[src/rtl/instruction_fetch_pkg.sv]
// Shared definitions for the fetch stage: opcode field layout, the NOP opcode
// and the fetch FSM state encoding.
package instruction_fetch_pkg;

    localparam int OPCODE_W   = 4;
    localparam int OPCODE_MSB = 27;
    localparam int OPCODE_LSB = 24;

    localparam logic [OPCODE_W-1:0] OP_NOP = 4'h0;

    typedef enum logic {
        FETCH = 1'b0,
        FLUSH = 1'b1
    } fetch_state_e;

endpackage

[src/rtl/instruction_fetch_if.sv]
// Fetch-stage bus: ROM address/data, pipeline control from execute and the
// instruction register handed to decode.
interface instruction_fetch_if #(
    parameter int ADDR_WIDTH  = 16,
    parameter int INSTR_WIDTH = 28
);
    logic [ADDR_WIDTH-1:0]  oAddress;
    logic [INSTR_WIDTH-1:0] iInstruction;
    logic                   iStall;
    logic                   iBranchTaken;
    logic [ADDR_WIDTH-1:0]  iBranchTarget;
    logic [INSTR_WIDTH-1:0] oInstruction;
    logic [ADDR_WIDTH-1:0]  oPC;
    logic                   oValid;

    modport master (
        output oAddress,
        input  iInstruction,
        input  iStall,
        input  iBranchTaken,
        input  iBranchTarget,
        output oInstruction,
        output oPC,
        output oValid
    );

    modport slave (
        input  oAddress,
        output iInstruction,
        output iStall,
        output iBranchTaken,
        output iBranchTarget,
        input  oInstruction,
        input  oPC,
        input  oValid
    );
endinterface

[src/rtl/instruction_fetch.sv]
// Program counter and instruction register in front of the instruction ROM:
// sequential fetch, stall hold and taken-branch redirect with one flush bubble.
module instruction_fetch
    import instruction_fetch_pkg::*;
#(
    parameter int ADDR_WIDTH  = 16,
    parameter int INSTR_WIDTH = 28,
    parameter logic [ADDR_WIDTH-1:0] RESET_PC = {ADDR_WIDTH{1'b0}}
) (
    input  logic                Clock,
    input  logic                Reset,
    instruction_fetch_if.master bus
);

    localparam logic [INSTR_WIDTH-1:0] NOP_WORD =
        {OP_NOP, {(INSTR_WIDTH-OPCODE_W){1'b0}}};
    localparam logic [ADDR_WIDTH-1:0] PC_ONE = {{(ADDR_WIDTH-1){1'b0}}, 1'b1};

    fetch_state_e           state_r, state_s;
    logic [ADDR_WIDTH-1:0]  pc_r, pc_s;
    logic [INSTR_WIDTH-1:0] ir_r, ir_s;
    logic [ADDR_WIDTH-1:0]  ir_pc_r, ir_pc_s;
    logic                   valid_r, valid_s;
    logic                   redirect_s;

    // A branch can only come from a real instruction, so bubbles never redirect.
    assign redirect_s = bus.iBranchTaken & valid_r;

    // Next-state selection: redirect beats stall beats sequential fetch.
    always_comb begin
        state_s = state_r;
        pc_s    = pc_r;
        ir_s    = ir_r;
        ir_pc_s = ir_pc_r;
        valid_s = valid_r;
        if (redirect_s) begin
            pc_s    = bus.iBranchTarget;
            ir_s    = NOP_WORD;
            valid_s = 1'b0;
            state_s = FLUSH;
        end else if (bus.iStall) begin
            state_s = state_r;
        end else begin
            case (state_r)
                FETCH, FLUSH: begin
                    ir_s    = bus.iInstruction;
                    ir_pc_s = pc_r;
                    valid_s = 1'b1;
                    pc_s    = pc_r + PC_ONE;
                    state_s = FETCH;
                end
                default: begin
                    state_s = FETCH;
                end
            endcase
        end
    end

    // Pipeline state registers with asynchronous reset.
    always_ff @(posedge Clock or posedge Reset) begin
        if (Reset) begin
            state_r <= FETCH;
            pc_r    <= RESET_PC;
            ir_r    <= NOP_WORD;
            ir_pc_r <= {ADDR_WIDTH{1'b0}};
            valid_r <= 1'b0;
        end else begin
            state_r <= state_s;
            pc_r    <= pc_s;
            ir_r    <= ir_s;
            ir_pc_r <= ir_pc_s;
            valid_r <= valid_s;
        end
    end

    assign bus.oAddress     = pc_r;
    assign bus.oInstruction = ir_r;
    assign bus.oPC          = ir_pc_r;
    assign bus.oValid       = valid_r;

endmodule

[src/flat_wrapper.sv]
// flat-port wrapper written by rule: the top's interface ports become plain ports
module instruction_fetch_flat import instruction_fetch_pkg::*;
#(
    parameter int ADDR_WIDTH  = 16,
    parameter int INSTR_WIDTH = 28,
    parameter logic [ADDR_WIDTH-1:0] RESET_PC = {ADDR_WIDTH{1'b0}}
)
  (Clock, Reset, bus_oAddress, bus_iInstruction, bus_iStall, bus_iBranchTaken, bus_iBranchTarget, bus_oInstruction, bus_oPC, bus_oValid);
  instruction_fetch_if #(.ADDR_WIDTH(ADDR_WIDTH), .INSTR_WIDTH(INSTR_WIDTH)) bus_i ();
  input  logic Clock;
  input  logic Reset;
  output wire logic [$bits(bus_i.oAddress)-1:0] bus_oAddress;
  input wire logic [$bits(bus_i.iInstruction)-1:0] bus_iInstruction;
  input wire logic [$bits(bus_i.iStall)-1:0] bus_iStall;
  input wire logic [$bits(bus_i.iBranchTaken)-1:0] bus_iBranchTaken;
  input wire logic [$bits(bus_i.iBranchTarget)-1:0] bus_iBranchTarget;
  output wire logic [$bits(bus_i.oInstruction)-1:0] bus_oInstruction;
  output wire logic [$bits(bus_i.oPC)-1:0] bus_oPC;
  output wire logic [$bits(bus_i.oValid)-1:0] bus_oValid;
  assign bus_oAddress = bus_i.oAddress;
  assign bus_i.iInstruction = bus_iInstruction;
  assign bus_i.iStall = bus_iStall;
  assign bus_i.iBranchTaken = bus_iBranchTaken;
  assign bus_i.iBranchTarget = bus_iBranchTarget;
  assign bus_oInstruction = bus_i.oInstruction;
  assign bus_oPC = bus_i.oPC;
  assign bus_oValid = bus_i.oValid;
  instruction_fetch #(.ADDR_WIDTH(ADDR_WIDTH), .INSTR_WIDTH(INSTR_WIDTH), .RESET_PC(RESET_PC)) u_core (.Clock(Clock), .Reset(Reset), .bus(bus_i));
endmodule
[config.mk]
export PLATFORM = sky130hd
export DESIGN_NAME = instruction_fetch_flat
export DESIGN_NICKNAME = d
export VERILOG_FILES = /design/src/rtl/instruction_fetch_pkg.sv /design/src/rtl/instruction_fetch_if.sv /design/src/rtl/instruction_fetch.sv /design/src/flat_wrapper.sv
export SDC_FILE = /design/constraint.sdc
export NUM_CORES = 1
export LEC_CHECK = 0
export CAP_MARGIN = 40
export CORE_ASPECT_RATIO = 0.6
export CORE_MARGIN = 1.5
export CORE_UTILIZATION = 56
export DETAILED_ROUTE_END_ITERATION = 8
export DONT_BUFFER_PORTS = 1
export PLACE_DENSITY = 0.73
export SLEW_MARGIN = 20
export SYNTH_ARGS = -nofsm -noshare
export SYNTH_HDL_FRONTEND = slang
export SYNTH_SLANG_ARGS = --single-unit
[constraint.sdc]
create_clock -name Clock -period 5.23 [get_ports Clock]
set_input_delay 0.7845 -clock Clock [delete_from_list [all_inputs] [get_ports Clock]]
set_output_delay 0.7845 -clock Clock [all_outputs]
set_load 0.02 [all_outputs]
==> metrics.cfg, run 1 <==
[cts]
cts_tree=done
clkTransAtPathRegs_ps=70
ctsHoldBuffers=0
htree_levels=3
clk_latency_ps=340
postCtsSetupBuffers=0
cts_max_path_buffers=2
cts_resized=0
numCtsBuffers=9
root_buffer=clkbuf_8
cts.sinks=61

[timing]
worst_pin_slew_ps=536
post-route-period-util=0.406
clock_skew_ps=7.93
relSlewSlack=0.643
fin_crit_ps=2120
rsz0062_at_grt=no
hold_viol=0
fin_tns_setup_ps=0
setup_viol=0
slew_viol_final=0
hold_ws_ps=475
fmax_ghz=0.471

[grt]
grt-ovfl-total=0
track_usage=0.222
grt_first_pass_wirelength_um=8340
grt_max_degree=62
antenna_found_initial=0
grt_pass1_vias=1613

[detailed_routing]
post_drt_wl_per_cell_um=17.6
antenna_left=0
routed_wl_um=5200
vias=1652
vias_per_cell=5.60
drtIter0Drc=117
dr.pass1.iters=4
drcViolationCount=0

[logic_synthesis]
synthArstFlopShare=1.00
netlist_instances=225
yosys_warnings=0
syn_nets=274
netlist_area_um2=2680
synth_seq_cells=61
ys.flop_type=dfrtp_1
ys_types=29
synth_edf_count=0
syn_area_per_cell_um2=11.9
yosysSeqAreaShare=0.570

[worst_setup_path]
path_max_fanout=56
r2r_slack_ps=3110
r2r_end=u_core.bus.oPC[7]
critPathLaunch=u_core.bus.oValid
start_kind=register
cp.required_ps=5450
path_class=reg -> reg
reg2regPathDepth=5
endpoint_kind=register
cp.arrival_ps=2340
timing.rr.start=u_core.bus.oValid

[die]
ios=109
die_y_um=56.6
start_util=0.584
die_x_um=92.3
core_um2=4590
rows=19
dieArea_um2=5220

[final_layout]
final_cell_mix=dfrtp_1 (61), nor2_1 (33), mux2i_1 (29), nand2_1 (18), mux2_2 (16)
area_delta_synth_final_pct=9.30
fin_area_um2=2930
layout-drive-gt1-share=0.190
antenna_cells=0
nets=278
layout_commonest_cell=dfrtp_1

[power]
p_per_area_nw_per_um2=470
vdd_drop_max_mv=0.295
leakage_uw=0.00134

[hold_path]
hold_class=in -> async

[flow_run]
drv_cap=0

[outcome]
status=completed

[place]
hpwlAfterDp_um=3540
globalplace.congestion=0.746
place_area_um2=2730
portBuffers=0

==> cells in the mapped netlist (2+ instances only) <==
master | count | share of area
xor2_1 | 4 | 0.013
a21oi_1 | 4 | 0.0075
nor2_1 | 33 | 0.046
o21ai_0 | 11 | 0.021
dfrtp_1 | 61 | 0.57
mux2i_1 | 29 | 0.11
clkbuf_1 | 6 | 0.0084
mux2_2 | 16 | 0.067
o21ai_2 | 2 | 0.0065
xnor2_1 | 11 | 0.036
nor3_1 | 4 | 0.0075
nand3_1 | 2 | 0.0037
nand4_1 | 2 | 0.0047
inv_1 | 4 | 0.0056
nor4_2 | 2 | 0.0093
buf_2 | 4 | 0.0075
nand2_1 | 18 | 0.025
==> report_power, final <==
| part | internal [uW] | switching [uW] | total (uW) |
|---|---|---|---|
| registers | 576 | 254 | 830 |
| logic | 102 | 86.1 | 188 |
| clock network | 191 | 168 | 359 |
| total | 868 | 508 | 1380 |
==> sequential cells by signal (all words and copies together) (netlist names) <==
signal and flops:
u_core.bus.oAddress 16, u_core.bus.oInstruction 28, u_core.bus.oPC 16, u_core.bus.oValid 1
==> worst max-delay path: stages, from the launching register on <==
cell and delay (ps):
dfrtp_1 470, and2_2 210, buf_4 290, nor2_2 440, buf_6 230, mux2_2 350
==> layout make-up <==
type,instances,area [um^2]
clock buffers,12,155
fillers,367,1660
inverters,4,15.0
multi-input cells,149,1090
repair buffers,4,53.8
well taps,63,78.8
clock inverters,2,10.0
flip-flops and latches,61,1530
==> layer usage <==
metal  vias up  GRT usage  wire, um
met1       806      0.305      2470
met4         0     0.0747        78
li1        772          -         -
met2        66      0.291      2210
met5         -          0         0
met3         8      0.129       438
==> per-stage QoR <==
stage	setup slack [ps]	utilization	total power, uW	instances
floorplan	2930	-	971	225
global placement	2700	0.593	1010	279
detailed placement	2840	0.596	1030	280
CTS	3110	0.632	1390	294
global route	3020	0.638	1450	295
finish	3110	0.638	1380	295
==> how the worst max path moves through the flow <==
| stage | slack [ps] | endpoint |
|---|---|---|
| finish | 3110 | u_core.bus.oPC[7] |
| global route | 3020 | u_core.bus.oPC[3] |
| CTS | 3110 | u_core.bus.oPC[7] |
| detailed placement | 2840 | u_core.bus.oPC[11] |
| global placement | 2700 | u_core.bus.oPC[5] |
| floorplan | 2930 | u_core.bus.oAddress[0] |
==> cell families after synthesis <==
kind of cell | after synthesis | share of synthesized area
xor+xnor | 15 | 0.0491
fa+ha+maj | 1 | 0.00467
mux | 45 | 0.176
flops | 61 | 0.570
buf+inv | 15 | 0.0243
simple gates | 71 | 0.142
compound gates | 17 | 0.0346
Note: power is estimated with default switching activity, not from simulation.
==> inputs of run 2 (changes only) <==
--- a/config.mk
+++ b/config.mk
@@ -11,7 +11,7 @@
 export CORE_UTILIZATION = 56
 export DETAILED_ROUTE_END_ITERATION = 8
 export DONT_BUFFER_PORTS = 1
-export PLACE_DENSITY = 0.73
+export PLACE_DENSITY = 0.76
 export SLEW_MARGIN = 20
 export SYNTH_ARGS = -nofsm -noshare
 export SYNTH_HDL_FRONTEND = slang
==> constraint.sdc (replaced) <==
create_clock -name Clock -period 1.74 [get_ports Clock]
set_input_delay 0.261 -clock Clock [delete_from_list [all_inputs] [get_ports Clock]]
set_output_delay 0.261 -clock Clock [all_outputs]
set_load 0.02 [all_outputs]
==> run 2 against run 1 <==
- worst hold slack worse by 450 ps
- largest power group unchanged
- clock skew barely moved
- critical endpoint is now u_core.bus.oAddress[7]
- maximum frequency up 39%
==> metrics.cfg, run 2 (same netlist as run 1, synthesis figures left out) <==
[worst_setup_path]
start_kind=register
crit_slowest_cell=dfrtp_1
critical-path-top-delay-family=flip-flops
cp.arrival_ps=1710  ; -630 ps
endpoint_kind=register
path_class=reg -> reg
crit_chain=and2_2, buf_4, o21ai_0
crit_buf_inv=1  ; -1
path_max_fanout=55  ; -1.8%
cp.required_ps=1920  ; -3530 ps
worst_path_largest_cell_delay_ps=480  ; about the same

[cts]
root_buffer=clkbuf_8
cts_tree=done
numCtsBuffers=9  ; unchanged
htree_levels=3  ; unchanged
cts.sinks=61  ; unchanged
postCtsSetupBuffers=0  ; unchanged
cts_resized=0  ; unchanged
cts_max_path_buffers=2  ; unchanged
clkTransAtPathRegs_ps=60  ; about the same
clk_latency_ps=330  ; about the same

[detailed_routing]
vias_per_cell=5.58  ; -0.28%
post_drt_wl_per_cell_um=17.4  ; -1.4%
dr.pass1.iters=4  ; unchanged
antenna_left=0  ; unchanged
routed_wl_um=5360  ; +2.9%
drcViolationCount=0  ; unchanged
drtIter0Drc=44  ; -62%
vias=1720  ; +4.1%

[place]
place_area_um2=2830  ; +3.5%
placed_cells=291  ; +3.9%
globalplace.congestion=0.760  ; +2.0%
portBuffers=0  ; unchanged
hpwlAfterDp_um=3700  ; +4.6%

[timing]
fin_tns_setup_ps=0  ; unchanged
fin_crit_ps=1530  ; -595 ps
hold_viol=0  ; unchanged
relSlewSlack=0.652  ; +0.00929
worst_pin_slew_ps=522  ; -13.9 ps
rsz0062_at_grt=no
clock_skew_ps=8.40  ; +0.466 ps
fmax_ghz=0.654  ; +39%
slew_viol_final=0  ; unchanged
setup_viol=0  ; unchanged
post-route-period-util=0.878  ; +0.472
hold_ws_ps=21.1  ; -454 ps

[power]
vdd_drop_max_mv=0.866  ; +190%
leakage_uw=0.00139  ; +4.0%
p_per_area_nw_per_um2=1450  ; +210%

[final_layout]
antenna_cells=0  ; unchanged
nets=289  ; +4.0%
layout-drive-gt1-share=0.224  ; +0.0348
fin_area_um2=3030  ; +3.6%
final_cells=308  ; +4.4%
nFillCells=358  ; -2.5%
layout_commonest_cell=dfrtp_1
area_delta_synth_final_pct=13.2
largest_register_ffs=28  ; unchanged
utilization=0.661  ; +0.0229
final_cell_mix=dfrtp_1 (61), nor2_1 (33), mux2i_1 (29), nand2_1 (18), mux2_2 (16)

[die]
die_y_um=56.6  ; unchanged
die_x_um=92.3  ; unchanged
start_util=0.584  ; unchanged
ios=109  ; unchanged
dieArea_um2=5220  ; unchanged
rows=19  ; unchanged
core_um2=4590  ; unchanged

[grt]
grt_first_pass_wirelength_um=8600  ; +3.1%
grt_max_degree=62  ; unchanged
grt-ovfl-total=0  ; unchanged
track_usage=0.226  ; +0.00349
antenna_found_initial=0  ; unchanged
grt_pass1_vias=1755  ; +8.8%

[flow_run]
drv_cap=0  ; unchanged

[hold_path]
hold_class=in -> reg

[outcome]
status=completed

run 2: cell count changes in the layout (fill, tap and decap cells not counted), sizes merged:
cell         previous run  this run
buf                     4        14
bufinv                  0         1
clkinvlp                0         2
dlygate4sd3             0         1
inv                     4         3
run 2: area by class of cell:
class                   instances  area (um^2)  area share
clock buffers                  12          145      0.0479
clock inverters                 4         47.5      0.0157
inverters                       4         18.8     0.00619
multi-input cells             149         1090       0.359
flip-flops and latches         61         1530       0.504
well taps                      63         78.8      0.0260
repair buffers                 15          128      0.0421
run 2: report_power, final:
group	internal, uW	switching [uW]	total, uW
registers	1730	574	2310
logic	401	486	887
clock network	696	518	1210
run 2: stage by stage:
stage          power (uW)  setup WS, ps
2_1_floorplan        2920           166
3_3_place_gp         3170           240
3_5_place_dp         3230           206
4_1_cts              4450           188
5_1_grt              4630          76.4
6_report             4410           212
run 2: path summary, 6_finish.rpt:
check / start / to / slack [ps] / cells after the start
max: u_core.bus.oValid / u_core.bus.oAddress[7] / 210 / 3
min in group asynchronous: Reset / u_core.bus.oAddress[7] / 480 / 3
min: bus_iStall / u_core.bus.oValid / 20 / 1
min reg2reg: u_core.bus.oValid / u_core.bus.oValid / 660 / 2
max reg2reg: u_core.bus.oValid / u_core.bus.oAddress[7] / 210 / 3
max in group asynchronous: Reset / u_core.bus.oPC[3] / 990 / 3
run 2: metal layers:
layer | vias to the layer above | share of wire | track usage
li1 | 793 | - | -
met3 | 9 | 0.086 | 0.106
met2 | 70 | 0.44 | 0.332
met4 | 0 | 0.012 | 0.0923
met5 | - | 0 | 0
met1 | 848 | 0.46 | 0.289
run 2: timing repair:
action / CTS / global route
hold buffers: 1 / 0
hold endpoints to repair: 61 / 0
endpoints found under the setup margin: 0 / 0
